**src/rtl/disp_pkg.sv**
```systemverilog
// Shared definitions for the 7-segment display path (scan controller and
// decoder wrapper).
//   DIGIT_W      width of one hex digit
//   MAX_DIGITS   largest supported bank; digit index is 3 bits wide
//   ANODE_OFF    all anodes released (active-low enables)
//   digit_nibble extract digit i from a MAX_DIGITS-wide packed value
package disp_pkg;
  localparam int DIGIT_W    = 4;
  localparam int MAX_DIGITS = 8;
  localparam logic [MAX_DIGITS-1:0] ANODE_OFF = '1;

  // Digit i lives at bits [4i+3:4i]; {i,2'b00} is i*DIGIT_W for DIGIT_W == 4.
  function automatic logic [DIGIT_W-1:0] digit_nibble(
    input logic [MAX_DIGITS*DIGIT_W-1:0] v,
    input logic [2:0]                    i
  );
    return v[{i, 2'b00} +: DIGIT_W];
  endfunction
endpackage

```
**src/rtl/display_scan_ctrl_if.sv**
```systemverilog
// Host-side bundle of the scan controller.
//   value_in/load/lz_blank : host -> controller
//   disp_num/an/digit_idx/frame_tick : controller -> decoder / host
// master = host/bench side, slave = display_scan_ctrl.
interface display_scan_ctrl_if #(
  parameter int NUM_DIGITS = 8
) ();
  import disp_pkg::*;

  logic [NUM_DIGITS*DIGIT_W-1:0] value_in;
  logic                          load;
  logic                          lz_blank;
  logic [DIGIT_W-1:0]            disp_num;
  logic [NUM_DIGITS-1:0]         an;
  logic [2:0]                    digit_idx;
  logic                          frame_tick;

  modport master (
    output value_in, load, lz_blank,
    input  disp_num, an, digit_idx, frame_tick
  );

  modport slave (
    input  value_in, load, lz_blank,
    output disp_num, an, digit_idx, frame_tick
  );
endinterface

```
**src/rtl/clk_en_divider.sv**
```systemverilog
// Free-running prescaler: count runs 0..DIV-1 and wraps; tc is high while
// count sits at its terminal value DIV-1.
//   clk, rst (sync, active-high) ; count ; tc
module clk_en_divider #(
  parameter  int DIV = 2,
  localparam int CW  = (DIV > 1) ? $clog2(DIV) : 1
) (
  input  logic          clk,
  input  logic          rst,
  output logic [CW-1:0] count,
  output logic          tc
);
  assign tc = (count == CW'(DIV - 1));

  always_ff @(posedge clk) begin
    if (rst)     count <= '0;
    else if (tc) count <= '0;
    else         count <= count + CW'(1);
  end
endmodule

```
**src/rtl/display_scan_ctrl.sv**
```systemverilog
// Time-multiplexed scan controller for a common-anode 7-segment bank.
// Holds a hex value, scans one digit per refresh slot, drives active-low
// anodes and the nibble for the shared hex-to-segment decoder.
//   clk, rst (sync, active-high)
//   bus.value_in/load  : capture a new value (shown from the next frame on)
//   bus.lz_blank       : suppress leading zeros (digit 0 always shown)
//   bus.disp_num/an    : registered decoder nibble and anode enables
//   bus.digit_idx      : digit currently scanned
//   bus.frame_tick     : pulse in the first cycle of each new frame
module display_scan_ctrl
  import disp_pkg::*;
#(
  parameter int NUM_DIGITS   = 8,
  parameter int REFRESH_DIV  = 100000,
  parameter int GUARD_CYCLES = 4
) (
  input logic               clk,
  input logic               rst,
  display_scan_ctrl_if.slave bus
);
  localparam int         CW   = $clog2(REFRESH_DIV);
  localparam int         VW   = NUM_DIGITS * DIGIT_W;
  localparam logic [2:0] LAST = 3'(NUM_DIGITS - 1);

  generate
    if (NUM_DIGITS < 1 || NUM_DIGITS > MAX_DIGITS)
      $error("display_scan_ctrl: NUM_DIGITS must be 1..%0d", MAX_DIGITS);
    if (REFRESH_DIV < 2)
      $error("display_scan_ctrl: REFRESH_DIV must be >= 2");
    if (GUARD_CYCLES < 0 || GUARD_CYCLES >= REFRESH_DIV)
      $error("display_scan_ctrl: GUARD_CYCLES must be 0..REFRESH_DIV-1");
  endgenerate

  // Slot prescaler
  logic [CW-1:0] cnt;
  logic          tc;

  clk_en_divider #(.DIV(REFRESH_DIV)) u_div (
    .clk   (clk),
    .rst   (rst),
    .count (cnt),
    .tc    (tc)
  );

  // Digit index; wrap marks the last cycle of a frame
  logic [2:0] idx;
  logic       wrap;

  assign wrap = tc && (idx == LAST);

  always_ff @(posedge clk) begin
    if (rst)     idx <= '0;
    else if (tc) idx <= (idx == LAST) ? 3'd0 : idx + 3'd1;
  end

  // Double-buffered value: loads land in pending and only move to the
  // displayed copy at a frame boundary, so a frame never mixes two values.
  // A load on the wrap cycle itself goes straight through.
  logic [VW-1:0] pending, active;

  always_ff @(posedge clk) begin
    if (rst) begin
      pending <= '0;
      active  <= '0;
    end else begin
      if (bus.load) pending <= bus.value_in;
      if (wrap)     active  <= bus.load ? bus.value_in : pending;
    end
  end

  logic [MAX_DIGITS*DIGIT_W-1:0] act_ext;

  always_comb begin
    act_ext         = '0;
    act_ext[VW-1:0] = active;
  end

  // Leading-zero mask: walk down from the top digit while everything seen so
  // far is zero. Digit 0 is never blanked.
  logic [MAX_DIGITS-1:0] blank;
  logic                  all_zero;

  always_comb begin
    blank    = '0;
    all_zero = 1'b1;
    for (int i = NUM_DIGITS - 1; i >= 1; i--) begin
      all_zero = all_zero && (act_ext[i*DIGIT_W +: DIGIT_W] == '0);
      blank[i] = bus.lz_blank && all_zero;
    end
  end

  // Registered outputs (one cycle behind cnt/idx). Anodes stay off for the
  // first GUARD_CYCLES of each slot so the shared seg bus can settle.
  logic                  lit;
  logic [NUM_DIGITS-1:0] an_on;
  logic [NUM_DIGITS-1:0] an_q;
  logic [DIGIT_W-1:0]    dnum_q;
  logic                  ftick_q;

  assign lit   = (cnt >= CW'(GUARD_CYCLES)) && !blank[idx];
  assign an_on = ~(NUM_DIGITS'(1) << idx);

  always_ff @(posedge clk) begin
    if (rst) begin
      an_q    <= NUM_DIGITS'(ANODE_OFF);
      dnum_q  <= '0;
      ftick_q <= 1'b0;
    end else begin
      an_q    <= lit ? an_on : NUM_DIGITS'(ANODE_OFF);
      dnum_q  <= blank[idx] ? '0 : digit_nibble(act_ext, idx);
      ftick_q <= wrap;
    end
  end

  assign bus.an         = an_q;
  assign bus.disp_num   = dnum_q;
  assign bus.frame_tick = ftick_q;
  assign bus.digit_idx  = idx;
endmodule

```
**src/flat_wrapper.sv**
```systemverilog
// flat-port wrapper written by rule: the top's interface ports become plain ports
module display_scan_ctrl_flat import disp_pkg::*;
#(
  parameter int NUM_DIGITS   = 8,
  parameter int REFRESH_DIV  = 100000,
  parameter int GUARD_CYCLES = 4
)
  (clk, rst, bus_value_in, bus_load, bus_lz_blank, bus_disp_num, bus_an, bus_digit_idx, bus_frame_tick);
  display_scan_ctrl_if #(.NUM_DIGITS(NUM_DIGITS)) bus_i ();
  input logic clk;
  input logic rst;
  input wire logic [$bits(bus_i.value_in)-1:0] bus_value_in;
  input wire logic [$bits(bus_i.load)-1:0] bus_load;
  input wire logic [$bits(bus_i.lz_blank)-1:0] bus_lz_blank;
  output wire logic [$bits(bus_i.disp_num)-1:0] bus_disp_num;
  output wire logic [$bits(bus_i.an)-1:0] bus_an;
  output wire logic [$bits(bus_i.digit_idx)-1:0] bus_digit_idx;
  output wire logic [$bits(bus_i.frame_tick)-1:0] bus_frame_tick;
  assign bus_i.value_in = bus_value_in;
  assign bus_i.load = bus_load;
  assign bus_i.lz_blank = bus_lz_blank;
  assign bus_disp_num = bus_i.disp_num;
  assign bus_an = bus_i.an;
  assign bus_digit_idx = bus_i.digit_idx;
  assign bus_frame_tick = bus_i.frame_tick;
  display_scan_ctrl #(.NUM_DIGITS(NUM_DIGITS), .REFRESH_DIV(REFRESH_DIV), .GUARD_CYCLES(GUARD_CYCLES)) u_core (.clk(clk), .rst(rst), .bus(bus_i));
endmodule
```
**config.mk**
```make
export PLATFORM = sky130hd
export DESIGN_NAME = display_scan_ctrl_flat
export DESIGN_NICKNAME = d
export VERILOG_FILES = /design/src/rtl/disp_pkg.sv /design/src/rtl/display_scan_ctrl_if.sv /design/src/rtl/clk_en_divider.sv /design/src/rtl/display_scan_ctrl.sv /design/src/flat_wrapper.sv
export SDC_FILE = /design/constraint.sdc
export NUM_CORES = 1
export LEC_CHECK = 0
export ABC_CLOCK_PERIOD_IN_PS = 3250
export CELL_PAD_IN_SITES_DETAIL_PLACEMENT = 1
export CELL_PAD_IN_SITES_GLOBAL_PLACEMENT = 2
export CORE_UTILIZATION = 39
export DETAILED_ROUTE_END_ITERATION = 16
export MAX_ROUTING_LAYER = met4
export PLACE_DENSITY_LB_ADDON = 0.15
export SLEW_MARGIN = 20
export SYNTH_ARGS = -nofsm -noshare
export SYNTH_HDL_FRONTEND = slang
export SYNTH_SLANG_ARGS = --single-unit
```
**constraint.sdc**
```tcl
create_clock -name clk -period 3.25 [get_ports clk]
set_input_delay 0.4875 -clock clk [delete_from_list [all_inputs] [get_ports clk]]
set_output_delay 0.4875 -clock clk [all_outputs]
set_load 0.03 [all_outputs]
```
==> run metrics, run 1 <==
final hold vios=0; nets=482; asr flop ratio synth=0%; Slowest-stage cell, CP=dfxtp_1; Syn Nets=442; VDD IR max=0.000234 V; outcome=finished, final reports clean; largest net degree at the start of global routing=56; DR vias=2972; Slew HR=34.0%; H-tree levels=3; CTS tree=built; Static Leakage=2.02 nW; final core occ=48.1%; critical path startpoint category=flop; Hold Path Class=flop to flop; first-pass GRT wire length=15200 um; die height=107 um; post-DP HPWL=6530 um; Syn Std Cell Area=0.00428 mm2; CTS Buffer Depth=2; switching power=0.000491 W; Placer Congestion=0.747; total of max-cap violations=0; final WL=9180 um; multi-input logic area=0.00218 mm2; core area=0.0105 mm2; Sequential Power Share=57.0%; diode count=0; Antenna Nets Post-Route=0; syn_area_per_cell=10.7 um2; drt wl/cell=15.9 um; clk_lat worst skew=0.36 ns; final hold slack=0.481 ns; Worst Tran Pin Value=0.990 ns; most used cell, CP=ha_1; Fin Setup TNS=0 ns; cts repair resizes=0; RSZ-0062 raised after global routing=no; minimum clock period=2.52 ns; number of synthesized register bits=97; vias per cell=5.14; critical path data arrival time=2.77 ns; sequential area share after synthesis=45.4%; total gr overflow=0; DR iter-0 viols=72; Sw Ratio=22.8%; clk_skew=0.0104 ns; die width=107 um; number of synthesized flops with an enable pin=0; Row Count=37; total CTS buffers=9; initial antenna violation count=0; total clock sinks=97; number of global-route vias before repair=2969; Final Max Slew Viols=0; Setup Buffers After CTS=0; Clk pin slew, worst setup/hold paths=0.09 ns; crit path max fanout=32; delay of the slowest critical-path stage=0.82 ns; Clock power frac=36.8%; area grow syn2layout=17.6%; Synth Warn #=0; Mapped Cells=398; Comb power frac=6.2%; Internal=0.00166 W; full die area=0.0114 mm2; Reg area=0.00194 mm2; power per cell area=427 mW/mm2; Remaining DRCs=0; share of layout cells above drive strength 1=14.3%; fill count=1162; # setup viols final=0; crit path cell chain=ha_1 > ha_1 > nand3_4 > mux2_4; GRT Util Overall=17.7%; Starting Density=40.9%; TritonRoute pass-1 iters=4; Top FF cell, synth=dfxtp_1; root buffer cell=clkbuf_8; period utilisation layout=77.5%; io pins=52; fmax=0.397 GHz; Synth cell types=39; Worst Path Class, Setup=flop to flop; port bufs=51; crit end category=flop; Worst EP required=3.50 ns; Hold Buf Count CTS=0
## worst max-delay path: cells and delay by family, from the launching register on
kind,cells,cell delay (ns)
simple gates,1,0.53
fa+ha+maj,2,0.54
mux,1,0.50
flops,1,0.82
## cells by family after synthesis
kind of cell / synth area share (%)
and+or+nand+nor: 19.6
buffers and inverters: 3.54
xor gates and xnor gates: 2.66
adders and majority gates: 2.34
AOI/OAI and AO/OA: 3.72
muxes: 22.8
DFF: 45.4
## sequential cells by signal (all words and copies together), names as in the netlist
name and cells:
u_core.act_ext 32, u_core.pending 32, u_core.u_div.count 17, u_core.bus.an 8, u_core.bus.disp_num 4, u_core.bus.digit_idx 3
u_core.bus.frame_tick 1
## stage by stage
stage	power (W)	setup WS, ns	instances	instance area [um2]
2_1_floorplan	0.00133	1.47	398	4280
3_3_place_gp	0.00138	0.809	563	4830
3_5_place_dp	0.00139	0.736	563	4830
4_1_cts	0.00218	0.696	578	5030
5_1_grt	0.00225	0.535	578	5030
6_report	0.00215	0.732	578	5030
## Yosys cell counts, types with 2 or more instances
master     n  area share, %
xor2_1     5            1.0
buf_6      3           0.79
mux2_2     2           0.53
nor4_1     4           0.59
mux4_2     8            4.2
buf_2      7           0.82
or4_1      7            1.2
mux2_4    30             11
xnor2_1    8            1.6
nand2_1   12            1.1
and2_1     2           0.29
nor4_2     2           0.59
a21oi_1   10            1.2
nor2_1    50            4.4
inv_1      8           0.70
nor3b_1    5           0.88
nor3_1     3           0.35
and4_1     5            1.0
nand3_1   11            1.3
nand4_1    9            1.3
dfxtp_1   97             45
clkbuf_1  12            1.1
o21ai_0    9            1.1
nor2b_1   35            5.1
ha_1       8            2.3
nor4b_1    2           0.41
mux2i_1   32            7.5
## path summary, 6_finish.rpt
check | from | endpoint | slack, ns | cells past startpoint
worst min register to register | u_core.u_div.count[0] | u_core.u_div.count[0] | 0.48 | 1
worst min-delay path | u_core.u_div.count[0] | u_core.u_div.count[0] | 0.48 | 1
worst max register to register | u_core.bus.digit_idx[0] | u_core.act_ext[15] | 0.73 | 4
worst max-delay path | u_core.bus.digit_idx[0] | u_core.act_ext[15] | 0.73 | 4
## layer usage
layer | GRT usage [%] | wire, um
met5 | - | 0
met4 | 7.93 | 173
met3 | 2.86 | 291
met2 | 26.8 | 4120
met1 | 23.4 | 4600
## power by group through the flow
stage                     clock network [W]  logic (W)  registers (W)
after global routing               0.000878   0.000147        0.00123
final                              0.000791   0.000132        0.00122
after global placement                    0   0.000132        0.00125
after CTS                          0.000822   0.000136        0.00123
after detailed placement                  0   0.000135        0.00125
after floorplan                           0  0.0000759        0.00125
## cells in the final DEF, fill, tap and decap left out, types with 10 or more instances in the layout
master           instances
a21oi_1                 10
clkbuf_8                10
clkdlybuf4s50_1         49
dfxtp_1                 97
mux2_4                  30
mux2i_1                 32
nand2_1                 12
nand3_1                 11
nor2_1                  50
nor2b_1                 35
## area by class of cell
class / instances / area share, %
well taps: 136 / 3.38
multi-input cells: 270 / 43.4
inverters: 8 / 0.597
repair buffers: 52 / 10.1
flip-flops and latches: 97 / 38.6
clock buffers: 11 / 2.81
clock inverters: 4 / 1.07
(Power assumes the default switching activity.)
==> run 2, diff against run 1 <==
--- a/config.mk
+++ b/config.mk
@@ -5,10 +5,10 @@
 export SDC_FILE = /design/constraint.sdc
 export NUM_CORES = 1
 export LEC_CHECK = 0
-export ABC_CLOCK_PERIOD_IN_PS = 3250
+export ABC_CLOCK_PERIOD_IN_PS = 2150
 export CELL_PAD_IN_SITES_DETAIL_PLACEMENT = 1
 export CELL_PAD_IN_SITES_GLOBAL_PLACEMENT = 2
-export CORE_UTILIZATION = 39
+export CORE_UTILIZATION = 33
 export DETAILED_ROUTE_END_ITERATION = 16
 export MAX_ROUTING_LAYER = met4
 export PLACE_DENSITY_LB_ADDON = 0.15
==> constraint.sdc (replaced) <==
create_clock -name clk -period 2.15 [get_ports clk]
set_input_delay 0.3225 -clock clk [delete_from_list [all_inputs] [get_ports clk]]
set_output_delay 0.3225 -clock clk [all_outputs]
set_load 0.03 [all_outputs]
==> run 2 against run 1 <==
Compared with the run above: clock power up 100%; clock skew decreased by 0.0023 ns; final cell count rose by 8.1%; first-iteration DRC count rose by 17%; largest cell class unchanged; highest routed layer unchanged.
==> run metrics, run 2 (same netlist as run 1, synthesis figures left out) <==
met3 WL=276 um; crit path max fanout=14; Worst Tran Pin Value=0.474 ns; total clock sinks=97; worst path bufs/invs=2; GRT Util Overall=16.2%; total of max-cap violations=0; Remaining DRCs=0; reg2reg start=u_core.u_div.count[0]; VDD IR max=0.000350 V; Antenna Nets Post-Route=0; critical path startpoint category=flop; Placer Congestion=0.741; crit end category=output port; DR iter-0 viols=84; WL met1=4840 um; cts repair resizes=0; TritonRoute pass-1 iters=4; core area=0.0126 mm2; Worst EP required=1.83 ns; first-pass GRT wire length=16000 um; pre-CTS setup slack=0.137 ns; nets=493; die height=116 um; largest net degree at the start of global routing=53; Setup crit end=bus_digit_idx[1]; RR Endpoint=u_core.u_div.count[16]; r2r worst-path depth=6; highest metal used=met4; full die area=0.0134 mm2; multi-input logic area=0.00218 mm2; Clk pin slew, worst setup/hold paths=0.06 ns; diode count=0; worst setup slack after layout=0.222 ns; share of layout cells above drive strength 1=16.3%; commonest non-fill, non-tap cell in the layout=dfxtp_1; FF-to-FF setup slack=0.25 ns; period utilisation layout=89.7%; power per cell area=695 mW/mm2; final hold slack=0.436 ns; Slew HR=68.1%; Starting Density=33.9%; crit path launch=u_core.bus.digit_idx[1]; drt wl/cell=15.3 um; area grow syn2layout=24.1%; fill count=1432; outcome=finished, final reports clean; die width=116 um; root buffer cell=clkbuf_16; Static Leakage=2.15 nW; number of global-route vias before repair=3103; clk_lat worst skew=0.35 ns; post-DP HPWL=6910 um; initial antenna violation count=0; io pins=52; port bufs=51; H-tree levels=3; total gr overflow=0; Reg area=0.00194 mm2; DR WL met2=4270 um; Fin Setup TNS=0 ns; Top delay family on crit path=buffers and inverters; final hold vios=0; Setup Buffers After CTS=0; minimum clock period=1.93 ns; fmax=0.519 GHz; CTS Buffer Depth=2; delay of the slowest critical-path stage=0.71 ns; RSZ-0062 raised after global routing=no; DR vias=2972; vias per cell=4.76; # setup viols final=0; total CTS buffers=9; Final Max Slew Viols=0; most frequent cells in the layout=dfxtp_1 (97), nor2_1 (50), clkdlybuf4s50_1 (49); CTS tree=built; Hold Buf Count CTS=0; Row Count=41; clk_skew=0.00814 ns; Worst Path Class, Setup=flop to output port; critical path data arrival time=1.61 ns; stages on the worst setup path=2; Slowest-stage cell, CP=clkdlybuf4s50_1; crit path cell chain=buf_4 > clkdlybuf4s50_1; final WL=9550 um; Hold Path Class=primary input to flop
## run 2: cell types whose count changed in the layout (fill, tap and decap cells not counted), sizes merged
cell and delta:
buf +11, clkinvlp -2, clkbuf +1, clkinv +1
## run 2: power by group
part / switching (W) / leakage, nW / internal (W) / total, W
logic: 0.000100 / 1.22 / 0.000112 / 0.000212
clock network: 0.000668 / 0.148 / 0.000955 / 0.00162
registers: 0.0000152 / 0.789 / 0.00184 / 0.00185
## run 2: cell type report
class	instances	area share, %
multi-input combinational	270	41.1
sequential	97	36.6
timing repair buffer	63	12.1
clock buffer	12	4.83
tap	172	4.05
clock inverter	3	0.754
inverter	8	0.566
## run 2: layer usage
layer | vias up | global-route usage [%]
met5 | - | -
met4 | 0 | 6.67
met3 | 9 | 2.77
met2 | 42 | 24.2
met1 | 1430 | 21.5
li1 | 1491 | -
## run 2: metrics by stage
stage	instances	cell area [um2]	utilization [%]	total power, W
2_1_floorplan	398	4280	-	0.00200
3_3_place_gp	610	5010	39.7	0.00210
3_5_place_dp	610	5010	39.7	0.00211
4_1_cts	625	5310	42.1	0.00374
5_1_grt	625	5310	42.1	0.00384
6_report	625	5310	42.1	0.00369
## run 2: worst min path at each step
| stage | endpoint | startpoint | cells past startpoint |
|---|---|---|---|
| 2_1_floorplan | u_core.u_div.count[0] | u_core.u_div.count[0] | 1 |
| 3_3_place_gp | u_core.u_div.count[0] | u_core.u_div.count[0] | 1 |
| 3_5_place_dp | u_core.u_div.count[0] | u_core.u_div.count[0] | 1 |
| 4_1_cts | u_core.pending[22] | rst | 2 |
| 5_1_grt | u_core.pending[21] | rst | 2 |
| 6_report | u_core.pending[20] | rst | 2 |
